**config.mk**
```make
export PLATFORM = sky130hd
export DESIGN_NAME = cacop_ctrl
export DESIGN_NICKNAME = d
export VERILOG_FILES = /design/src/rtl/cacop_ctrl.sv
export SDC_FILE = /design/constraint.sdc
export NUM_CORES = 1
export LEC_CHECK = 0
export BUFFER_PORTS_ARGS = -buffer_cell sky130_fd_sc_hd__buf_4
export CAP_MARGIN = 20
export CORE_MARGIN = 8
export CORE_UTILIZATION = 48
export DETAILED_ROUTE_END_ITERATION = 10
export PLACE_DENSITY = 0.85
export SLEW_MARGIN = 30
export SYNTH_ARGS = -nofsm -noshare
export SYNTH_HDL_FRONTEND = slang
export SYNTH_SLANG_ARGS = --single-unit
```
**constraint.sdc**
```tcl
create_clock -name clk -period 3.25 [get_ports clk]
set_input_delay 0.4875 -clock clk [delete_from_list [all_inputs] [get_ports clk]]
set_output_delay 0.4875 -clock clk [all_outputs]
set_load 0.02 [all_outputs]
```
**src/rtl/cacop_ctrl.sv**
```systemverilog
// CACOP maintenance sequencer: accepts a commit-stage CACOP, drives the selected
// cache maintenance port until it acknowledges, and bounds the wait with a watchdog.
module cacop_ctrl #(
    parameter int unsigned TIMEOUT_CYCLES = 1024
) (
    input  logic        clk,
    input  logic        rst,
    input  logic        cacop_valid_i,
    input  logic [4:0]  cacop_op_i,
    input  logic [31:0] cacop_vaddr_i,
    input  logic [31:0] cacop_paddr_i,
    output logic        ready_o,
    output logic        stall_o,
    output logic        done_o,
    output logic        err_o,
    output logic        icache_req_o,
    output logic [1:0]  icache_mode_o,
    output logic [31:0] icache_addr_o,
    input  logic        icache_ack_i,
    output logic        dcache_req_o,
    output logic [1:0]  dcache_mode_o,
    output logic [31:0] dcache_addr_o,
    input  logic        dcache_ack_i
);

    localparam int unsigned     CW       = $clog2(TIMEOUT_CYCLES + 1);
    localparam logic [CW-1:0]   CNT_LAST = CW'(TIMEOUT_CYCLES - 1);

    localparam logic [1:0] IDLE = 2'd0;
    localparam logic [1:0] REQ  = 2'd1;
    localparam logic [1:0] DONE = 2'd2;

    logic [1:0]    state_q;
    logic [2:0]    target_q;
    logic [1:0]    mode_q;
    logic [31:0]   addr_q;
    logic          err_q;
    logic [CW-1:0] cnt_q;

    logic op_noop;
    logic sel_ack;
    logic timeout;

    assign op_noop = (cacop_op_i[4:3] == 2'd3) || (cacop_op_i[2:0] > 3'd1);
    // Only the targeted cache's ack counts; the other is ignored.
    assign sel_ack = (target_q == 3'd0) ? icache_ack_i : dcache_ack_i;
    assign timeout = (cnt_q == CNT_LAST);

    always_ff @(posedge clk) begin
        if (rst) begin
            state_q  <= IDLE;
            target_q <= '0;
            mode_q   <= '0;
            addr_q   <= '0;
            err_q    <= 1'b0;
            cnt_q    <= '0;
        end else begin
            case (state_q)
                IDLE: begin
                    if (cacop_valid_i) begin
                        target_q <= cacop_op_i[2:0];
                        mode_q   <= cacop_op_i[4:3];
                        addr_q   <= (cacop_op_i[4:3] == 2'd2) ? cacop_paddr_i : cacop_vaddr_i;
                        err_q    <= 1'b0;
                        cnt_q    <= '0;
                        state_q  <= op_noop ? DONE : REQ;
                    end
                end
                REQ: begin
                    // Ack takes priority over a coincident timeout.
                    if (sel_ack) begin
                        state_q <= DONE;
                    end else begin
                        if (cnt_q != '1) begin
                            cnt_q <= cnt_q + 1'b1;
                        end
                        if (timeout) begin
                            err_q   <= 1'b1;
                            state_q <= DONE;
                        end
                    end
                end
                DONE: begin
                    state_q <= IDLE;
                end
                default: begin
                    state_q <= IDLE;
                end
            endcase
        end
    end

    assign ready_o       = (state_q == IDLE);
    assign stall_o       = (state_q == REQ) || ((state_q == IDLE) && cacop_valid_i);
    assign done_o        = (state_q == DONE);
    assign err_o         = (state_q == DONE) && err_q;
    assign icache_req_o  = (state_q == REQ) && (target_q == 3'd0);
    assign dcache_req_o  = (state_q == REQ) && (target_q == 3'd1);
    assign icache_mode_o = mode_q;
    assign icache_addr_o = addr_q;
    assign dcache_mode_o = mode_q;
    assign dcache_addr_o = addr_q;

endmodule

```
==> metrics.md, run 1 <==
| Metric | Value |
|---|---|
| Reg area | between 1000 and 1500 um2 |
| CP required | ~3500 ps |
| Post-synth EDFFs | 0 |
| Clock power share | ~27% |
| Post-synthesis mux area share | between 10% and 20% |
| Vias | between 2000 and 3000 |
| Sink Count | between 50 and 60 |
| Seq/Total Area, Yosys | ~38% |
| Lkg Pwr | 0.00166 uW |
| Max-slew violations | 0 |
| Unrepaired setup endpoints after global routing | false |
| Drt total wl | roughly 8000 um |
| Reg power frac | 44.9% |
| Initial DRC count | roughly 120 |
| Max-cap violations | 0 |
| CP Capture Type | flip-flop |
| Synth Area in Compound Gates | about 17% |
| Worst r2r src | cnt_q[0]$_SDFFE_PP0P_ |
| CP bufs+invs | 1 |
| DP HPWL | roughly 6200 um |
| Synth Instances | roughly 300 |
| Max_slew headroom | around 44% |
| CTS tree | yes |
| Yosys reg bits | 51 |
| H-tree levels | 2 |
| Starting density of the core | ~49% |
| P_sw | 478 uW |
| Dominant cell type by area after synthesis | dfxtp_1 |
| Core area | 5470 um2 |
| Port Buf Inserts | 147 |
| Fin area | roughly 3700 um2 |
| Area share of fa/ha/maj cells after synthesis | less than 1% |
| Post-CTS Resized | 0 |
| Area grow syn2layout | 36.6% |
| Top_reg_cell synth | dfxtp_1 |
| Internal power | approximately 1100 uW |
| Count of final hold-check violations | 0 |
| WL/cell | between 15 and 20 um |
| Worst path depth | 6 |
| R2R Path End | cnt_q[2]$_SDFFE_PP0P_ |
| Placed cell areas | around 3600 um2 |
| Clock latency at the later pin of the worst-skew pair | 300 ps |
| Via/cell ratio | around 5.3 |
| Fillers | between 400 and 500 |
| Worst min path class | input port to flip-flop |
| Post-synth top cells | dfxtp_1, nor2_1, buf_4 |
| Layout Cells excl Fill | between 400 and 500 |
| Critical Path Source Type | flip-flop |
| Syn nets | between 300 and 400 |
| R2R depth | 6 |
| Worst Path Arrival | 2440 ps |
| Switching Fraction | 30.2% |
| DP Worst Slack | just over 1000 ps |
| Worst slew pin tran | 829 ps |
| Worst-path fanout max | 8 |
| Std-Cell Rows | 27 |
| Slowest CP cell | nor4_1 |
| Final WS setup | around 1000 ps |
| Hold Buf Count CTS | 0 |
| Synth cell types | 44 |
| Pin count of the biggest net entering global routing | 70 |
| Layout cell share with drive strength beyond 1 | 40.3% |
| TritonCTS Buffers | 5 |
| Remaining DRCs | 0 |
| Power Dens Cells | between 400 and 500 nW/um2 |
| Worst setup path category | flip-flop to flip-flop |
| Clk slew on worst S/H paths | approximately 90 ps |
| Most common cell in the netlist | dfxtp_1 |
| Die area | between 8000 and 9000 um2 |
| Max Clk Rate | 0.446 GHz |
| Vias in the first global route | approximately 2500 |
| Drt pass-1 iters | 4 |
| Syn Std Cell Area | 2690 um2 |
| Initial antenna violation count | 0 |
| Post-synthesis area per instance | a little under 9 um2 |
| Endpoints failing setup | 0 |
| Critical path endpoint | cnt_q[2]$_SDFFE_PP0P_ |
| Gpl congestion | between 0.8 and 0.9 |
| Largest family of logic cells by synthesized area | simple AND/OR/NAND/NOR gates |
| Yosys warns | 0 |
| Fin Setup TNS | 0 ps |
| Top Ports | approximately 150 |
| Clock buffer depth | 2 |
| Crit-path cells | ha_1, nand3_1, nor4_1, buf_4, nor3_1, a211o_1 |
| PnR Total Power | 1580 uW |
| Clk_skew | about 7.2 ps |
| Final antenna-violating net count | 0 |
| CP peak stage delay | around 650 ps |
| Fin crit period | 2240 ps |
| Post CTS Setup Buffer Count | 0 |
| Delay-heaviest family, CP | simple AND/OR/NAND/NOR gates |
| Tcrit/Tclk final | between 60% and 70% |
| First-pass GRT wire length | between 10000 and 15000 um |
| Die width | 90.8 um |
| Multi-input logic area | roughly 1300 um2 |
| Synth area leaders | dfxtp_1, mux2i_1, buf_4 |
| VDD IR max | roughly 230 uV |
| Global route overflow | 0 |
| Crit path launch | cnt_q[0]$_SDFFE_PP0P_ |
| Synth Area in Simple Gates | 17.8% |
| Comb pwr share | roughly 28% |
| Chip height | ~91 um |
| Diode count | 0 |
| Reg-to-reg slack, setup | between 1000 and 1500 ps |
| Yosys top cell area share | about 38% |
| Fin nets | between 400 and 500 |
| Root Driver | clkbuf_8 |
| Post-placement cell count | between 400 and 500 |
| Xor and xnor area share after synthesis | 0% |
| Ys async rst share | 0% |
| Status | finished clean |
| Gr usage total | about a fifth |
[worst min-delay path by stage]
| stage | start | endpoint | depth (start not counted) |
|---|---|---|---|
| floorplan | target_q[0]$_SDFFE_PP0P_ | target_q[0]$_SDFFE_PP0P_ | 2 |
| global placement | target_q[0]$_SDFFE_PP0P_ | target_q[0]$_SDFFE_PP0P_ | 2 |
| detailed placement | target_q[1]$_SDFFE_PP0P_ | target_q[1]$_SDFFE_PP0P_ | 2 |
| CTS | cacop_op_i[2] | target_q[2]$_SDFFE_PP0P_ | 3 |
| global route | cacop_op_i[0] | target_q[0]$_SDFFE_PP0P_ | 3 |
| finish | cacop_op_i[2] | target_q[2]$_SDFFE_PP0P_ | 3 |
[routing by layer]
metal | GRT usage [%] | part of all wire [%]
met3 | 8.06 | 10
met2 | 31.9 | 51
met4 | 4.50 | 1.0
met1 | 21.1 | 38
met5 | 0 | 0
[final cells by class]
cell class              instances  area share, %
multi-input cells             190           35.6
repair buffers                150           30.7
flip-flops and latches         51           27.8
well taps                      72           2.45
clock buffers                   5           1.87
clock inverters                 2           1.02
inverters                       6          0.613
[worst reg2reg max path: cells and delay by family (launching register included)]
kind | cells | cell delay, ps
AO/OA/AOI/OAI | 1 | 290
adder cells (fa/ha/maj) | 1 | 220
AND/OR/NAND/NOR | 3 | 940
buffers and inverters | 1 | 280
flip-flops | 1 | 410
[per-stage QoR]
step	hold WS, ps	utilization (%)
CTS	429	67.1
global placement	450	65.2
detailed placement	466	65.2
finish	436	67.1
floorplan	440	-
global route	428	67.1
[cell families (layout without fill, tap and decap cells)]
kind of cell	count (synthesis)	after routing
and+or+nand+nor	94	94
buffers and inverters	61	163
DFF	51	51
muxes	33	33
adders and majority gates	1	1
AOI/OAI and AO/OA	62	62
[sequential cells by signal, summed over array words and instances, names as in the netlist]
signal / flops
cnt_q: 11
dcache_addr_o: 32
dcache_mode_o: 2
err_q: 1
state_q: 2
target_q: 3
[power groups by stage]
stage | clock network (uW) | logic, uW | registers [uW]
floorplan | 0 | 237 | 759
global placement | 0 | 445 | 720
detailed placement | 0 | 452 | 721
CTS | 434 | 452 | 709
global route | 460 | 478 | 717
finish | 425 | 447 | 709
[cells in the final DEF (no fill, tap or decap), drive strengths merged, types with 3 or more instances in the layout]
| cell | n |
|---|---|
| nor3b | 5 |
| dfxtp | 51 |
| a211oi | 32 |
| or3 | 5 |
| nand2 | 17 |
| or4 | 3 |
| o21a | 3 |
| nor4 | 7 |
| nor2 | 39 |
| inv | 6 |
| clkbuf | 5 |
| a21oi | 6 |
| a211o | 4 |
| o211ai | 4 |
| nand3 | 3 |
| buf | 150 |
| mux2i | 33 |
Power figures use the tool's default switching activity.
==> inputs of run 2 (changes only) <==
Settings changed: CORE_UTILIZATION 48 to 40, PLACE_DENSITY 0.85 to 0.76.
Clock period 3.25 ns to 1.8 ns, I/O delays scaled along.
==> metrics.md, run 2 (synthesis gave the netlist of run 1 again) <==
| Metric | Value |
|---|---|
| Fin nets | between 400 and 500 |
| Layout cell share with drive strength beyond 1 | between 40 and 50% |
| Vias | 2586 |
| Tcrit/Tclk final | between 90% and 100% |
| Hold Buf Count CTS | 0 |
| Worst-path fanout max | 17 |
| Final antenna-violating net count | 0 |
| Max-slew violations | 0 |
| Std-Cell Rows | 30 |
| CP Capture Type | flip-flop |
| Diode count | 0 |
| Worst min path class | input port to flip-flop |
| Placed cell areas | approximately 3700 um2 |
| Fillers | 583 |
| Number of flip-flops in the largest register | 32 |
| Area grow syn2layout | 44.4% |
| Clock buffer depth | 2 |
| Power Dens Cells | 747 nW/um2 |
| CP peak stage delay | ~520 ps |
| CP required | 2020 ps |
| PnR Total Power | 2900 uW |
| Worst r2r src | target_q[0]$_SDFFE_PP0P_ |
| Fin area | between 3000 and 4000 um2 |
| TritonCTS Buffers | 5 |
| Most common cell after layout, fill and taps aside | buf_4 |
| Chip height | 98.0 um |
| Core area | between 6000 and 7000 um2 |
| Max_slew headroom | between 70% and 80% |
| Worst Path Arrival | 1980 ps |
| Critical path endpoint | cnt_q[8]$_SDFFE_PP0P_ |
| CTS tree | yes |
| Gr usage total | ~16% |
| Critical Path Source Type | flip-flop |
| Die area | 9600 um2 |
| Endpoints failing setup | 0 |
| Clk_skew | 6.99 ps |
| WL/cell | 16.2 um |
| Die width | 98.0 um |
| Reg-to-reg slack, setup | ~36 ps |
| Clk slew on worst S/H paths | 90 ps |
| Gpl congestion | 0.787 |
| Worst setup path category | flip-flop to flip-flop |
| Port Buf Inserts | roughly 150 |
| Max Clk Rate | around 0.57 GHz |
| Crit path launch | target_q[0]$_SDFFE_PP0P_ |
| Sink Count | slightly above 50 |
| VDD IR max | between 500 and 600 uV |
| Top Ports | about 150 |
| Unrepaired setup endpoints after global routing | true |
| DP HPWL | 6550 um |
| Lkg Pwr | between 0.0015 and 0.002 uW |
| Max-cap violations | 0 |
| Fin Setup TNS | 0 ps |
| Hold Path Origin | cacop_op_i[0] |
| Worst slew pin tran | around 380 ps |
| R2R depth | 5 |
| Slowest CP cell | or4b_1 |
| Count of final hold-check violations | 0 |
| Clock latency at the later pin of the worst-skew pair | approximately 300 ps |
| Initial antenna violation count | 0 |
| Pin count of the biggest net entering global routing | between 50 and 60 |
| Drt pass-1 iters | 4 |
| Crit-path cells | or3_4, mux2i_2, buf_12, or4b_1, o211ai_1 |
| Minimum hold slack | 219 ps |
| Fin crit period | ~1800 ps |
| Vias in the first global route | ~2700 |
| Remaining DRCs | 0 |
| Drt total wl | roughly 8100 um |
| R2R Path End | cnt_q[8]$_SDFFE_PP0P_ |
| Via/cell ratio | 5.17 |
| H-tree levels | 2 |
| Status | finished clean |
| Initial DRC count | about 170 |
| Root Driver | clkbuf_8 |
| Commonest cells after routing, fill and taps aside | buf_4, dfxtp_1, nor2_1 |
| First-pass GRT wire length | about 13000 um |
| Starting density of the core | around two fifths |
| Global route overflow | 0 |
-- run 2: changes by cell type in the layout (fill, tap and decap cells not counted), sizes merged --
| cell | delta |
|---|---|
| buf | +16 |
-- run 2: worst max-delay path: cells and delay by family (launching register included) --
family / cells / cell delay (ps)
buffers and inverters: 1 / 170
DFF: 1 / 320
muxes: 1 / 180
AOI/OAI and AO/OA: 1 / 100
and+or+nand+nor: 2 / 910
-- run 2: worst min-delay path by stage --
stage | to | slack, ps | cells after the start
2_1_floorplan | target_q[0]$_SDFFE_PP0P_ | 410 | 2
3_3_place_gp | target_q[2]$_SDFFE_PP0P_ | 460 | 2
3_5_place_dp | dcache_mode_o[1]$_SDFFE_PP0P_ | 480 | 2
4_1_cts | target_q[1]$_SDFFE_PP0P_ | 210 | 3
5_1_grt | target_q[1]$_SDFFE_PP0P_ | 220 | 3
6_report | target_q[0]$_SDFFE_PP0P_ | 220 | 3
-- run 2: area by class of cell --
cell class                 instances  area, um2  share of cell area, %
tap                               80        100                   2.58
timing repair buffer             166       1280                   33.1
multi-input combinational        190       1350                   34.7
clock inverter                     2       37.5                  0.966
sequential                        51       1020                   26.3
clock buffer                       5       68.8                   1.77
inverter                           6       22.5                  0.580
-- run 2: power by group --
part / switching [uW] / internal, uW / total [uW] / leakage, uW
clock: 367 / 406 / 773 / 0.0000502
sequential: 66.8 / 1210 / 1270 / 0.000420
combinational: 444 / 410 / 853 / 0.00129
-- run 2: layer usage --
| layer | wire length [um] | vias to the layer above | GRT usage (%) |
|---|---|---|---|
| met1 | 3190 | 1204 | 17.0 |
| met3 | 686 | 6 | 7.11 |
| li1 | - | 1292 | - |
| met2 | 4130 | 84 | 29.3 |
| met4 | 68 | 0 | 3.96 |
| met5 | 0 | - | 0 |
-- run 2: timing repair --
item / 4_1_cts / 5_1_grt
gates cloned: 0 / 0
setup endpoints to repair: 1 / 12
resized for setup: 4 / 5
buffers inserted: 0 / 0
pin swaps: 1 / 0
-- run 2: stage by stage --
step / util (%) / std cells / worst slack (ps)
2_1_floorplan: - / 302 / 87.0
3_3_place_gp: 56.2 / 493 / 77.4
3_5_place_dp: 56.2 / 493 / 30.9
4_1_cts: 58.2 / 500 / 6.58
5_1_grt: 58.5 / 500 / -38.4
6_report: 58.5 / 500 / 35.5
